--- src/rtl/stack_ctrl_pkg.sv ---
// Shared definitions for the hardware stack controller: word width,
// default stack bounds and FSM state encoding.
package calc_stack_pkg;

  localparam int WORD_W = 16;

  localparam logic [WORD_W-1:0] SP_TOP_DEF   = 16'h01FF;
  localparam logic [WORD_W-1:0] SP_LIMIT_DEF = 16'h0100;

  typedef enum logic [1:0] {
    IDLE   = 2'd0,
    WRITE  = 2'd1,
    READ   = 2'd2,
    FINISH = 2'd3
  } state_e;

  // Plain vector constants so state registers stay legacy-compatible logic.
  localparam logic [1:0] S_IDLE   = 2'(IDLE);
  localparam logic [1:0] S_WRITE  = 2'(WRITE);
  localparam logic [1:0] S_READ   = 2'(READ);
  localparam logic [1:0] S_FINISH = 2'(FINISH);

endpackage

--- src/rtl/stack_ctrl_if.sv ---
// Request/response and memory-side signals of the stack controller.
interface stack_ctrl_if;
  import calc_stack_pkg::*;

  logic              push;
  logic              pop;
  logic [WORD_W-1:0] din;
  logic [WORD_W-1:0] dout;
  logic              busy;
  logic              done;
  logic              err;
  logic              full;
  logic              empty;
  logic [WORD_W-1:0] sp;
  logic [WORD_W-1:0] mem_addr;
  logic [WORD_W-1:0] mem_wdata;
  logic              mem_we;
  logic              mem_re;
  logic [WORD_W-1:0] mem_rdata;
  logic              mem_ack;

  modport master (
    output push, pop, din, mem_rdata, mem_ack,
    input  dout, busy, done, err, full, empty, sp,
    input  mem_addr, mem_wdata, mem_we, mem_re
  );

  modport slave (
    input  push, pop, din, mem_rdata, mem_ack,
    output dout, busy, done, err, full, empty, sp,
    output mem_addr, mem_wdata, mem_we, mem_re
  );

endinterface

--- src/rtl/stack_ctrl_sp_counter.sv ---
// Stack pointer register with guarded increment/decrement and registered
// FULL/EMPTY flags derived from the next pointer value.
module sp_counter
  import calc_stack_pkg::*;
#(
  parameter logic [WORD_W-1:0] SP_TOP   = SP_TOP_DEF,
  parameter logic [WORD_W-1:0] SP_LIMIT = SP_LIMIT_DEF
) (
  input  logic              CLK,
  input  logic              RST,
  input  logic              inc,
  input  logic              dec,
  output logic [WORD_W-1:0] sp,
  output logic              full,
  output logic              empty
);

  localparam logic [WORD_W-1:0] SP_FULL = SP_LIMIT - WORD_W'(1);

  logic [WORD_W-1:0] sp_reg;
  logic [WORD_W-1:0] sp_next;
  logic              full_reg;
  logic              empty_reg;

  // The flag guards keep the pointer inside [SP_LIMIT-1, SP_TOP].
  always_comb begin
    sp_next = sp_reg;
    if (inc && !empty_reg) begin
      sp_next = sp_reg + WORD_W'(1);
    end else if (dec && !full_reg) begin
      sp_next = sp_reg - WORD_W'(1);
    end
  end

  always_ff @(posedge CLK or negedge RST) begin
    if (!RST) begin
      sp_reg    <= SP_TOP;
      full_reg  <= 1'b0;
      empty_reg <= 1'b1;
    end else begin
      sp_reg    <= sp_next;
      full_reg  <= (sp_next == SP_FULL);
      empty_reg <= (sp_next == SP_TOP);
    end
  end

  assign sp    = sp_reg;
  assign full  = full_reg;
  assign empty = empty_reg;

endmodule

--- src/rtl/stack_ctrl.sv ---
// Hardware stack controller: accepts push/pop requests and sequences a
// single memory write or read with a handshake, tracking the stack pointer.
module stack_ctrl
  import calc_stack_pkg::*;
#(
  parameter logic [WORD_W-1:0] SP_TOP   = SP_TOP_DEF,
  parameter logic [WORD_W-1:0] SP_LIMIT = SP_LIMIT_DEF
) (
  input  logic         CLK,
  input  logic         RST,
  stack_ctrl_if.slave  bus
);

  logic [1:0]        state_reg;
  logic [1:0]        state_next;
  logic [WORD_W-1:0] addr_reg;
  logic [WORD_W-1:0] wdata_reg;
  logic [WORD_W-1:0] dout_reg;
  logic              err_reg;

  logic              sp_inc;
  logic              sp_dec;
  logic [WORD_W-1:0] sp;
  logic              full;
  logic              empty;

  logic              push_ok;
  logic              pop_ok;
  logic              req_bad;

  assign push_ok = bus.push && !bus.pop && !full;
  assign pop_ok  = bus.pop && !bus.push && !empty;
  assign req_bad = (bus.push || bus.pop) && !push_ok && !pop_ok;

  always_comb begin
    state_next = state_reg;
    sp_inc     = 1'b0;
    sp_dec     = 1'b0;
    case (state_reg)
      S_IDLE: begin
        if (push_ok) begin
          state_next = S_WRITE;
        end else if (pop_ok) begin
          state_next = S_READ;
        end
      end
      S_WRITE: begin
        if (bus.mem_ack) begin
          sp_dec     = 1'b1;
          state_next = S_FINISH;
        end
      end
      S_READ: begin
        if (bus.mem_ack) begin
          sp_inc     = 1'b1;
          state_next = S_FINISH;
        end
      end
      default: state_next = S_IDLE;
    endcase
  end

  // Requests are only looked at in IDLE, so activity while busy is silently dropped.
  always_ff @(posedge CLK or negedge RST) begin
    if (!RST) begin
      state_reg <= S_IDLE;
      addr_reg  <= '0;
      wdata_reg <= '0;
      dout_reg  <= '0;
      err_reg   <= 1'b0;
    end else begin
      state_reg <= state_next;
      err_reg   <= (state_reg == S_IDLE) && req_bad;
      if (state_reg == S_IDLE) begin
        if (push_ok) begin
          addr_reg  <= sp;
          wdata_reg <= bus.din;
        end else if (pop_ok) begin
          addr_reg <= sp + WORD_W'(1);
        end
      end
      if ((state_reg == S_READ) && bus.mem_ack) begin
        dout_reg <= bus.mem_rdata;
      end
    end
  end

  sp_counter #(
    .SP_TOP   (SP_TOP),
    .SP_LIMIT (SP_LIMIT)
  ) u_sp_counter (
    .CLK   (CLK),
    .RST   (RST),
    .inc   (sp_inc),
    .dec   (sp_dec),
    .sp    (sp),
    .full  (full),
    .empty (empty)
  );

  // Strobes decode straight from the state so an async reset drops them at once.
  assign bus.mem_we    = (state_reg == S_WRITE);
  assign bus.mem_re    = (state_reg == S_READ);
  assign bus.busy      = (state_reg != S_IDLE);
  assign bus.done      = (state_reg == S_FINISH);
  assign bus.err       = err_reg;
  assign bus.mem_addr  = addr_reg;
  assign bus.mem_wdata = wdata_reg;
  assign bus.dout      = dout_reg;
  assign bus.sp        = sp;
  assign bus.full      = full;
  assign bus.empty     = empty;

endmodule

--- src/flat_wrapper.sv ---
// flat-port wrapper written by rule: the top's interface ports become plain ports
module stack_ctrl_flat import calc_stack_pkg::*;
#(
  parameter logic [WORD_W-1:0] SP_TOP   = SP_TOP_DEF,
  parameter logic [WORD_W-1:0] SP_LIMIT = SP_LIMIT_DEF
)
  (CLK, RST, bus_push, bus_pop, bus_din, bus_mem_rdata, bus_mem_ack, bus_dout, bus_busy, bus_done, bus_err, bus_full, bus_empty, bus_sp, bus_mem_addr, bus_mem_wdata, bus_mem_we, bus_mem_re);
  stack_ctrl_if bus_i ();
  input  logic CLK;
  input  logic RST;
  input wire logic [$bits(bus_i.push)-1:0] bus_push;
  input wire logic [$bits(bus_i.pop)-1:0] bus_pop;
  input wire logic [$bits(bus_i.din)-1:0] bus_din;
  input wire logic [$bits(bus_i.mem_rdata)-1:0] bus_mem_rdata;
  input wire logic [$bits(bus_i.mem_ack)-1:0] bus_mem_ack;
  output wire logic [$bits(bus_i.dout)-1:0] bus_dout;
  output wire logic [$bits(bus_i.busy)-1:0] bus_busy;
  output wire logic [$bits(bus_i.done)-1:0] bus_done;
  output wire logic [$bits(bus_i.err)-1:0] bus_err;
  output wire logic [$bits(bus_i.full)-1:0] bus_full;
  output wire logic [$bits(bus_i.empty)-1:0] bus_empty;
  output wire logic [$bits(bus_i.sp)-1:0] bus_sp;
  output wire logic [$bits(bus_i.mem_addr)-1:0] bus_mem_addr;
  output wire logic [$bits(bus_i.mem_wdata)-1:0] bus_mem_wdata;
  output wire logic [$bits(bus_i.mem_we)-1:0] bus_mem_we;
  output wire logic [$bits(bus_i.mem_re)-1:0] bus_mem_re;
  assign bus_i.push = bus_push;
  assign bus_i.pop = bus_pop;
  assign bus_i.din = bus_din;
  assign bus_i.mem_rdata = bus_mem_rdata;
  assign bus_i.mem_ack = bus_mem_ack;
  assign bus_dout = bus_i.dout;
  assign bus_busy = bus_i.busy;
  assign bus_done = bus_i.done;
  assign bus_err = bus_i.err;
  assign bus_full = bus_i.full;
  assign bus_empty = bus_i.empty;
  assign bus_sp = bus_i.sp;
  assign bus_mem_addr = bus_i.mem_addr;
  assign bus_mem_wdata = bus_i.mem_wdata;
  assign bus_mem_we = bus_i.mem_we;
  assign bus_mem_re = bus_i.mem_re;
  stack_ctrl #(.SP_TOP(SP_TOP), .SP_LIMIT(SP_LIMIT)) u_core (.CLK(CLK), .RST(RST), .bus(bus_i));
endmodule
--- config.mk ---
export PLATFORM = sky130hd
export DESIGN_NAME = stack_ctrl_flat
export DESIGN_NICKNAME = d
export VERILOG_FILES = /design/src/rtl/stack_ctrl_pkg.sv /design/src/rtl/stack_ctrl_if.sv /design/src/rtl/stack_ctrl_sp_counter.sv /design/src/rtl/stack_ctrl.sv /design/src/flat_wrapper.sv
export SDC_FILE = /design/constraint.sdc
export NUM_CORES = 1
export LEC_CHECK = 0
export BUFFER_PORTS_ARGS = -buffer_cell sky130_fd_sc_hd__buf_2
export CAP_MARGIN = 5
export CORE_UTILIZATION = 55
export DETAILED_ROUTE_END_ITERATION = 8
export GPL_TIMING_DRIVEN = 0
export PLACE_DENSITY = 0.85
export SYNTH_ARGS = -nofsm -noshare
export SYNTH_HDL_FRONTEND = slang
export SYNTH_SLANG_ARGS = --single-unit
--- constraint.sdc ---
create_clock -name CLK -period 5.3 [get_ports CLK]
set_input_delay 0 -clock CLK [delete_from_list [all_inputs] [get_ports CLK]]
set_output_delay 0 -clock CLK [all_outputs]
set_load 0.05 [all_outputs]
* Word level (Yosys, flattened, before mapping)
Cells that the tools add are included.
** Word-level totals
- Output and inout port bits :: 71
- Bits in registers :: 69
- Logic and storage cells :: 52
- Input bits :: 37
** Operators by class
- Reductions and logical operators :: 24
- Mux-type cells :: 11
- $add $sub $neg :: 2
- Equality and inequality tests :: 7
** Operators by type and width (count)
- 16-bit 2-to-1 mux :: 4
- 16-bit by 1-bit adder with 16-bit output (second input constant) :: 1
- 16-bit by 8-bit == test with 1-bit output (second input constant) :: 1
- 16-bit by 9-bit == test with 1-bit output (second input constant) :: 1
- 16-bit by 1-bit subtractor with 16-bit output (second input constant) :: 1
- 1-bit logical AND :: 10
- 1-bit zero test :: 6
- 2-bit 2-to-1 mux :: 3
- 2-bit AND reduction :: 3
- 2-bit == test (second input constant) :: 2
- 2-bit one-hot mux with 2 select lines :: 1
- 2-bit nonzero test :: 2
- 1-bit 2-to-1 mux :: 3
- 3-bit by 1-bit inequality test with 1-bit output (second input constant) :: 1
- 2-bit by 1-bit == test with 1-bit output (second input constant) :: 1
- 2-bit zero test :: 1
- 2-bit by 1-bit inequality test with 1-bit output (second input constant) :: 1
- 2-bit OR reduction :: 1
- 1-bit logical OR :: 1

* Depth between registers and ports, before layout
Gate-level depths: netlist of run 1.
- Depth after elaboration :: 7
- Depth in mapped cells :: 9
- Mapped depth without buffers :: 8

* Modules after synthesis
From an unflattened synthesis of run 1, not the netlist that was laid out.
** Second synthesis, totals
- Cell total of the unflattened synthesis :: 347
- Area total of the unflattened synthesis :: 3648.5 sq um
** Modules (own cells, without submodules)
- stack_ctrl :: times used 1, seq. area each 1276.2 sq um, cells each 200, area an instance 2347.3 sq um
- sp_counter :: times used 1, seq. area each 462.9 sq um, cells each 147, area an instance 1301.2 sq um

* Least setup slack after synthesis of run 1
Ideal clock, no wire load.
- Path kind :: flip-flop to flip-flop
- From :: register u_core.u_sp_counter.sp_reg[0] (netlist: u_core.u_sp_counter.sp[0])
- To :: register u_core.u_sp_counter.full_reg (netlist: u_core.u_sp_counter.full)
- Library setup time :: 67 ps
- Cell stages (with the launch flop) :: 10
- Buffers on the path :: 1
- Data arrival time :: 2404 ps
- Clock period less this slack :: 2471 ps
- Path slack :: 2829 ps
- Required time :: 5233 ps
- Cells stage by stage :: dfstp_2 buf_2 inv_1 ha_1 and4b_1 and3_1 a221oi_1 o211ai_1 nor4_1 and3_1
** On the way
- Word-level cells in the longest chain between the ends :: 4
- Elaborated cells between the ends (all ways) :: 5
- Those cells by class :: add/sub: 2; eq/ne: 1; mux: 2
** Ends and longest elaborated chain
- from (decl) :: RTL line stack_ctrl_sp_counter.sv:20 : logic [WORD_W-1:0] sp_reg;
- from (signal assigned) :: RTL line stack_ctrl_sp_counter.sv:41 : sp_reg <= sp_next;
- 16-bit by 1-bit subtractor with 16-bit output :: RTL line stack_ctrl_sp_counter.sv:31 : sp_next = sp_reg - WORD_W'(1);
- 16-bit 2-to-1 mux :: RTL line stack_ctrl_sp_counter.sv:30 : end else if (dec && !full_reg) begin
- 16-bit 2-to-1 mux * :: RTL line stack_ctrl_sp_counter.sv:28 : if (inc && !empty_reg) begin
- named net u_core.u_sp_counter.sp_next[6] :: RTL line stack_ctrl_sp_counter.sv:21 : logic [WORD_W-1:0] sp_next;
- 16-bit by 8-bit == test with 1-bit output * :: RTL line stack_ctrl_sp_counter.sv:42 : full_reg <= (sp_next == SP_FULL);
- to (signal assigned) :: RTL line stack_ctrl_sp_counter.sv:42
- to (decl) :: RTL line stack_ctrl_sp_counter.sv:22 : logic full_reg;
The timed path passes the listed nets; every way through them passes the cells marked *.
A chain may end at the register's enable or synchronous reset.

* Final worst setup path of run 1
Same ends and word-level chain as after synthesis.

==> run metrics, run 1 <==
vias=3238; Post-synth EDFFs=0; ys async rst share=100%; htree depth=3; largest stage delay on the critical path=0.55 ns; run status=finished clean; crit path from=u_core.u_sp_counter.sp[0]; leading cell type in the layout, fill and taps excluded=buf_2; IO Port Bufs=106; Die ar.=0.00678 mm2; DR iter-0 viols=300; Final Hold Fails=0; Multi-input gate area=0.00166 mm2; fillers=374; min Tclk post-route=2.85 ns; Register Area=0.00174 mm2; Setup TNS=0 ns; slowest stage cell, crit path=dfstp_2; register bit total from synthesis=69; Worst Skew=0.0104 ns; worst slew pin tran=0.860 ns; latest clock arrival within the worst-skew pair=0.35 ns; drt first pass iters=6; Synth Warn #=0; CTS sink cnt=69; clock root buffer=clkbuf_8; CP Cell Sequence=buf_2 -> inv_1 -> ha_1 -> and4b_1 -> and3_1 -> a221oi_1 -> o211ai_1 -> nor4_1 -> and3_1; Max-Cap Viols=0; Hold WS=0.0386 ns; # Post-CTS Setup Buffers=0; crit path max fanout=8; mean routed wirelength per cell=17.8 um; Vias/cell=5.84; hold wc startpoint=bus_mem_ack; WS Path Type=flop to flop; Worst setup EP type=flop; Placer Congestion=0.922; pin count of the biggest net entering global routing=70; hold crit path type=primary input to flop; Power per Cell Area=734 mW/mm2; num rows=28; first-pass GRT wire length=15400 um; DRC Markers=0; Die Y=82.3 um; startpoint types=flop; Cells after Synth=322; relative slew slack=42.7%; initial antenna violation count=0; post-cts sizing count=0; Yosys cell types=53; Overflow after GRT=0; Net Count, Synth=365; RSZ-0062 raised after global routing=false; buffers and inverters on the worst path=2; core box area=0.00606 mm2; hold_buf cts=35; Crit path top cell by count=and3_1; CTS tree=built; final wirelength=9850 um; Setup violations, final=0; die width=82.3 um; highest clock rate=350 MHz; clock-pin slew on the worst setup and hold paths=0.08 ns; ratio of cells with drive above 1 in the final layout=39.5%; Final Cycle Share=53.9%; number of global-route vias before repair=3203; Mapped Area=0.00355 mm2; Max Slew Vio Count=0; sequential share of the synthesized area=49.0%; CTS Buffer Depth=2; LEAKAGE=2.24 nW; Avg Inst Size Synth=11.0 um2; most frequent cells in the layout=115 x buf_2, 59 x dfrtp_1, 35 x dlygate4sd3_1; R2R Path Start=u_core.u_sp_counter.sp[0]; nets@finish=517; Post-DRT Antenna Nets=0; CP required=5.58 ns; Ports=108; total CTS buffers=9; All-Layer GR Usage=31.2%; CP arrival=3.13 ns; maximum vdd drop=0.562 mV; Layout area overhead=34.4%; # diodes=0; delay-heaviest family, CP=simple AND/OR/NAND/NOR gates; Starting Density=58.6%; dpl hpwl=6300 um; Top FF cell, synth=dfrtp_1
final timing paths:
kind / to / slack [ns] / cells past startpoint
min in group asynchronous: u_core.bus.mem_wdata[3] / 0.31 / 2
worst min register to register: u_core.bus.mem_addr[1] / 0.48 / 2
worst min-delay path: u_core.state_reg[0] / 0.04 / 4
max in group asynchronous: u_core.bus.mem_addr[10] / 4.42 / 2
worst max register to register: u_core.u_sp_counter.full / 2.45 / 9
worst max-delay path: u_core.u_sp_counter.full / 2.45 / 9
final cells by class:
type / instances / share of cell area [%]
buffer: 22 / 2.65
clock buffer: 9 / 2.60
clock inverter: 7 / 2.54
inverter: 7 / 0.551
multi-input combinational: 224 / 34.7
sequential: 69 / 36.4
tap: 75 / 1.97
timing repair buffer: 141 / 18.5
cells by family (layout without fill, tap and decap cells):
| group | Yosys count | after routing | synth area share, % |
|---|---|---|---|
| DFF | 69 | 69 | 49.0 |
| and+or+nand+nor | 114 | 114 | 18.0 |
| xor gates and xnor gates | 27 | 27 | 6.66 |
| muxes | 33 | 33 | 10.4 |
| adders and majority gates | 6 | 6 | 2.11 |
| buffers and inverters | 29 | 186 | 4.30 |
| AOI/OAI and AO/OA | 44 | 44 | 9.48 |
synth_stat cells (9+ instances only):
cell / n / area, um2
buf_2: 10 / 50.1
dfrtp_1: 59 / 1480
dfstp_2: 10 / 263
mux2_2: 32 / 360
nand2_1: 34 / 128
nor2_1: 17 / 63.8
nor3_1: 9 / 45.0
o21ai_0: 17 / 85.1
xnor2_1: 14 / 123
xor2_1: 13 / 114
worst reg2reg max path, cell delays in order (launching register included):
cell      delay, ns
dfstp_2        0.55
buf_2          0.20
inv_1          0.12
ha_1           0.28
and4b_1        0.26
and3_1         0.25
a221oi_1       0.48
o211ai_1       0.18
nor4_1         0.26
and3_1         0.23
metrics by stage:
step	std cells	utilization (%)	cell area (um2)	worst slack [ns]	power [mW]
after floorplan	322	-	3550	2.83	2.45
after global placement	503	68.9	4170	2.69	2.85
after detailed placement	503	68.9	4180	2.66	2.91
after CTS	554	78.7	4770	2.58	3.46
after global routing	554	78.7	4770	2.29	3.66
final	554	78.7	4770	2.45	3.50
power breakdown:
group          switching (mW)  leakage, nW  internal (mW)
Sequential              0.170        0.839          0.790
Clock                   0.216        0.124          0.315
Combinational            1.47         1.28          0.539
metal layers:
metal	track usage [%]	share of wire [%]	vias to the layer above
met2	54.5	50	167
met3	4.40	5.9	48
met1	36.5	39	1571
met5	0	0	-
li1	-	-	1452
met4	18.2	5.0	0
Note: power is estimated with default switching activity, not from simulation.
==> inputs of run 2 (changes only) <==
- CORE_UTILIZATION: 55 -> 47
- PLACE_DENSITY: 0.85 -> 0.77
- clock period: 5.3 -> 2.3 ns (I/O delays scaled with it)
==> run 2 against run 1 <==
Compared with the run above: cell count up 8.7%; die area up 17%; total power is 140% higher; global-route usage shrank 5.6 points; sequential power rose by 130%; largest power group unchanged; fmax is 24% higher; critical path depth did not move; final area rose by 9.2%.
==> run metrics, run 2 (same netlist as run 1, synthesis figures left out) <==
run status=finished clean; Max-Cap Viols=0 (unchanged); final wirelength=10400 um (+5.3%); die width=88.9 um (+8.0%); Final Hold Fails=0 (unchanged); min Tclk post-route=2.30 ns (-0.560 ns); Util after Layout=71.5% (-7.3 points); nets@finish=541 (+4.6%); Placer Congestion=0.890 (-3.5%); CTS tree=built; dpl hpwl=6310 um (about the same); Setup violations, final=0 (unchanged); first-pass GRT wire length=15100 um (-2.4%); Crit path top cell by count=and3_4; leading cell type in the layout, fill and taps excluded=buf_2; DR iter-0 viols=201 (-33%); CP Cell Sequence=buf_6 -> inv_4 -> ha_4 -> and4b_1 -> and3_4 -> a221oi_4 -> o211ai_1 -> nor4_2 -> and3_4; Max Slew Vio Count=0 (unchanged); Hold WS=0.0810 ns (+0.0424 ns); clock root buffer=clkbuf_8; Starting Density=48.7% (-9.9 points); latest clock arrival within the worst-skew pair=0.35 ns (about the same); largest stage delay on the critical path=0.56 ns (about the same); hold crit path type=primary input to flop; vias=3286 (+1.5%); Setup TNS=0 ns (unchanged); WS Path Type=flop to flop; # diodes=0 (unchanged); Setup WS pre-CTS=-0.177 ns (-2.84 ns); Worst Skew=0.00379 ns (-0.00661 ns); relative slew slack=43.3% (+0.60 points); IO Port Bufs=106 (unchanged); ratio of cells with drive above 1 in the final layout=48.1% (+8.7 points); num rows=31 (+11%); htree depth=3 (unchanged); mean routed wirelength per cell=17.2 um (-3.1%); Die Y=88.9 um (+8.0%); Post-DRT Antenna Nets=0 (unchanged); CP required=2.58 ns (-3.00 ns); Layout area overhead=46.8%; Final WS setup=0.00480 ns (-2.44 ns); startpoint types=flop; Final Cycle Share=99.8% (+46 points); pin count of the biggest net entering global routing=70 (unchanged); DRC Markers=0 (unchanged); worst slew pin tran=0.851 ns (-0.00896 ns); CTS Buffer Depth=2 (unchanged); Power per Cell Area=1590 mW/mm2 (+120%); RSZ-0062 raised after global routing=true; core box area=0.00729 mm2 (+20%); All-Layer GR Usage=25.6% (-5.6 points); buffers and inverters on the worst path=2 (unchanged); Die ar.=0.00790 mm2 (+17%); Vias/cell=5.46 (-6.6%); number of global-route vias before repair=3104 (-3.1%); CTS sink cnt=69 (unchanged); Worst setup EP type=flop; slowest stage cell, crit path=dfstp_2; Final Non-Filler Cells=602 (+8.7%); highest clock rate=436 MHz (+24%); Overflow after GRT=0 (unchanged); crit path max fanout=4 (-4); most frequent cells in the layout=113 x buf_2, 59 x dfrtp_1, 35 x dlygate4sd3_1; CP arrival=2.58 ns (-0.55 ns); maximum vdd drop=0.755 mV (+34%); LEAKAGE=2.46 nW (+9.4%); drt first pass iters=4 (-2); placed cell count=527 (+4.8%); delay-heaviest family, CP=simple AND/OR/NAND/NOR gates; initial antenna violation count=0 (unchanged); total CTS buffers=9 (unchanged); clock-pin slew on the worst setup and hold paths=0.07 ns (about the same); Ports=108 (unchanged)
run 2: area by class of cell:
| cell class | count | area, um2 |
|---|---|---|
| well taps | 99 | 124 |
| clock inverters | 4 | 47.5 |
| plain buffers | 22 | 149 |
| repair buffers | 165 | 1070 |
| flip-flops and latches | 69 | 1740 |
| multi-input cells | 224 | 1910 |
| inverters | 7 | 28.8 |
| fillers | 489 | 2080 |
| clock buffers | 12 | 145 |
run 2: worst paths after layout:
kind                                      startpoint                         end  slack, ns  depth (start not counted)
max                        u_core.u_sp_counter.sp[0]    u_core.u_sp_counter.full      0.005                          9
min                                          bus_pop              u_core.bus.err       0.08                          4
max reg2reg                u_core.u_sp_counter.sp[0]    u_core.u_sp_counter.full      0.005                          9
min reg2reg                  u_core.bus.mem_addr[13]     u_core.bus.mem_addr[13]       0.48                          2
max in group asynchronous                        RST  u_core.u_sp_counter.sp[12]       1.44                          2
min in group asynchronous                        RST     u_core.bus.mem_addr[11]       0.29                          2
run 2: power breakdown:
part	internal, mW	total, mW	leakage, nW	switching, mW
combinational	1.54	5.12	1.52	3.58
clock	0.527	0.971	0.0964	0.444
sequential	1.82	2.21	0.839	0.388
run 2: worst reg2reg max path, delay by kind of cell (launching register included):
family                     cells  cell delay, ns
adders and majority gates      1            0.16
DFF                            1            0.56
buffers and inverters          2            0.15
AOI/OAI and AO/OA              2            0.46
and+or+nand+nor                4            0.90
run 2: per-stage QoR:
step,total power [mW],instance area (um2)
after CTS,7.82,4860
after floorplan,5.71,3590
after detailed placement,6.75,4250
after global routing,8.69,5210
after global placement,6.64,4250
final,8.30,5210
run 2: repair_timing:
item / in CTS / in global routing
setup buffers: 3 / 20
endpoints found under the hold margin: 92 / 0
hold buffers: 35 / 0
cloned: 0 / 1
resized for setup: 8 / 34
endpoints found under the setup margin: 2 / 14
pin swaps: 5 / 20
run 2: routing by layer:
metal,up-vias,GRT usage (%),part of all wire (%),routed length (um)
met2,143,45.8,52,5380
met5,-,0,0,0
met4,0,10.4,2.8,295
li1,1504,-,-,-
met3,30,4.89,5.6,577
met1,1609,30.4,40,4120
==> inputs of run 3 (changes only) <==
- HOLD_SLACK_MARGIN: default -> 0.15
==> run 3 against run 2 <==
Compared with the run above: the run now ends with setup timing left; die area did not move; via count shrank 0.24%; clock power rose by 0.5%; register-to-register slack got worse by 0.05 ns; critical path depth down 1; non-clock buffer count shrank 6; worst hold slack better by 0.094 ns; sequential cell count unchanged; cell count shrank 1.0%; first-iteration DRC count is 47% higher; combinational power down 2%; global-route usage barely moved; critical path type unchanged; critical endpoint unchanged.
==> run metrics, run 3 (same netlist as run 1, synthesis figures left out) <==
leading cell type in the layout, fill and taps excluded=buf_2; Met1 Wirelength=4110 um (-0.17%); maximum vdd drop=0.702 mV (-7.1%); num rows=31 (unchanged); reg2reg path depth=8 (-1); initial antenna violation count=0 (unchanged); total CTS buffers=9 (unchanged); DR iter-0 viols=295 (+47%); clock root buffer=clkbuf_8; hold crit path type=primary input to flop; run status=finished with violations; CP Cell Sequence=buf_6 -> nand4_1 -> nor3_4 -> buf_4 -> a32o_1 -> xor2_1 -> nor4b_2 -> and3_1; most frequent cells in the layout=112 x buf_2, 59 x dfrtp_1, 38 x dlygate4sd3_1; CTS Buffer Depth=2 (unchanged); All-Layer GR Usage=25.6% (about the same); slowest stage cell, crit path=dfstp_2; number of global-route vias before repair=3135 (+1.0%); Final Hold Fails=0 (unchanged); nets@finish=535 (-1.1%); Starting Density=48.7% (unchanged); failing checks=setup timing; CTS sink cnt=69 (unchanged); LEAKAGE=2.40 nW (-2.3%); largest stage delay on the critical path=0.56 ns (about the same); die width=88.9 um (unchanged); first-pass GRT wire length=15100 um (about the same); Power per Cell Area=1600 mW/mm2 (+0.30%); fillers=501 (+2.5%); DRC Markers=0 (unchanged); Max Slew Vio Count=0 (unchanged); Setup TNS=-0.0677 ns (-0.0677 ns); Overflow after GRT=0 (unchanged); clock-pin slew on the worst setup and hold paths=0.07 ns (about the same); core box area=0.00729 mm2 (unchanged); Ports=108 (unchanged); htree depth=3 (unchanged); placed cell count=527 (unchanged); startpoint types=flop; min Tclk post-route=2.35 ns (+0.0504 ns); Final WS setup=-0.0456 ns (-0.0504 ns); Placer Congestion=0.890 (unchanged); CP required=2.58 ns (about the same); worst slew pin tran=0.847 ns (-0.00360 ns); CTS tree=built; pin count of the biggest net entering global routing=70 (unchanged); flop2flop setup slack=-0.05 ns (-0.05 ns); RSZ-0062 raised after global routing=true; crit path max fanout=8 (+4); Final Cycle Share=102% (+2.2 points); Die ar.=0.00790 mm2 (unchanged); Worst setup EP type=flop; metal2 WL=5290 um (-1.7%); Hold WS=0.175 ns (+0.0937 ns); Util after Layout=70.4% (-1.1 points); CP arrival=2.63 ns (+0.05 ns); Layout area overhead=44.6%; ratio of cells with drive above 1 in the final layout=45.7% (-2.4 points); highest clock rate=426 MHz (-2.1%); highest routed layer=met4; Die Y=88.9 um (unchanged); routed wl met3=629 um (+9.0%); latest clock arrival within the worst-skew pair=0.35 ns (about the same); vias=3278 (-0.24%); dpl hpwl=6310 um (unchanged); IO Port Bufs=106 (unchanged); mean routed wirelength per cell=17.4 um (+1.2%); Final Non-Filler Cells=596 (-1.0%); Max-Cap Viols=0 (unchanged); Setup violations, final=2 (+2); # diodes=0 (unchanged); drt first pass iters=5 (+1); Worst Skew=0.00411 ns (+0.000325 ns); Post-DRT Antenna Nets=0 (unchanged); relative slew slack=43.5% (+0.24 points); final wirelength=10400 um (+0.16%); WS Path Type=flop to flop; Vias/cell=5.50 (+0.76%); hold path depth=3 (-1); total power=8.19 mW (-1.2%)
## run 3: worst max-delay path: cells and delay by family (launching register included)
family	cells	cell delay [ns]
XOR/XNOR	1	0.09
AO/OA/AOI/OAI	1	0.13
buffers and inverters	2	0.31
AND/OR/NAND/NOR	4	1.19
flip-flops	1	0.56
## run 3: metrics by stage
step / setup WS, ns / cell area [um2]
after floorplan: -0.0113 / 3590
after global placement: -0.170 / 4250
after detailed placement: -0.177 / 4250
after CTS: -0.00205 / 4890
after global routing: -0.107 / 5130
final: -0.0456 / 5130
## run 3: repair_timing
item | in CTS | in global routing
buffers inserted | 3 | 11
gates cloned | 0 | 1
endpoints found under the setup margin | 2 | 10
hold endpoints to repair | 95 | 0
resized for setup | 8 | 27
pin swaps | 5 | 12
hold buffers | 38 | 0
## run 3: cell type report
type / count / area [um2] / area share, %
multi-input cells: 224 / 1870 / 36.4
flip-flops and latches: 69 / 1740 / 33.9
repair buffers: 159 / 1030 / 20.1
clock buffers: 12 / 145 / 2.83
plain buffers: 22 / 145 / 2.83
well taps: 99 / 124 / 2.41
clock inverters: 4 / 47.5 / 0.927
inverters: 7 / 28.8 / 0.561
## run 3: worst paths after layout
check | startpoint | end
max | u_core.u_sp_counter.sp[5] | u_core.u_sp_counter.full
min | bus_mem_ack | u_core.state_reg[1]
max reg2reg | u_core.u_sp_counter.sp[5] | u_core.u_sp_counter.full
min reg2reg | u_core.bus.mem_addr[13] | u_core.bus.mem_addr[13]
max in group asynchronous | RST | u_core.u_sp_counter.sp[13]
min in group asynchronous | RST | u_core.bus.mem_addr[11]
## run 3: per-layer routing
metal	track usage, %	up-vias
li1	-	1496
met1	30.2	1592
met2	45.9	149
met3	4.89	41
met4	10.4	0
met5	0	-
## run 3: where the power goes
group          switching [mW]  internal [mW]
Sequential              0.380           1.82
Combinational            3.55           1.47
Clock                   0.449          0.527
Total                    4.38           3.82
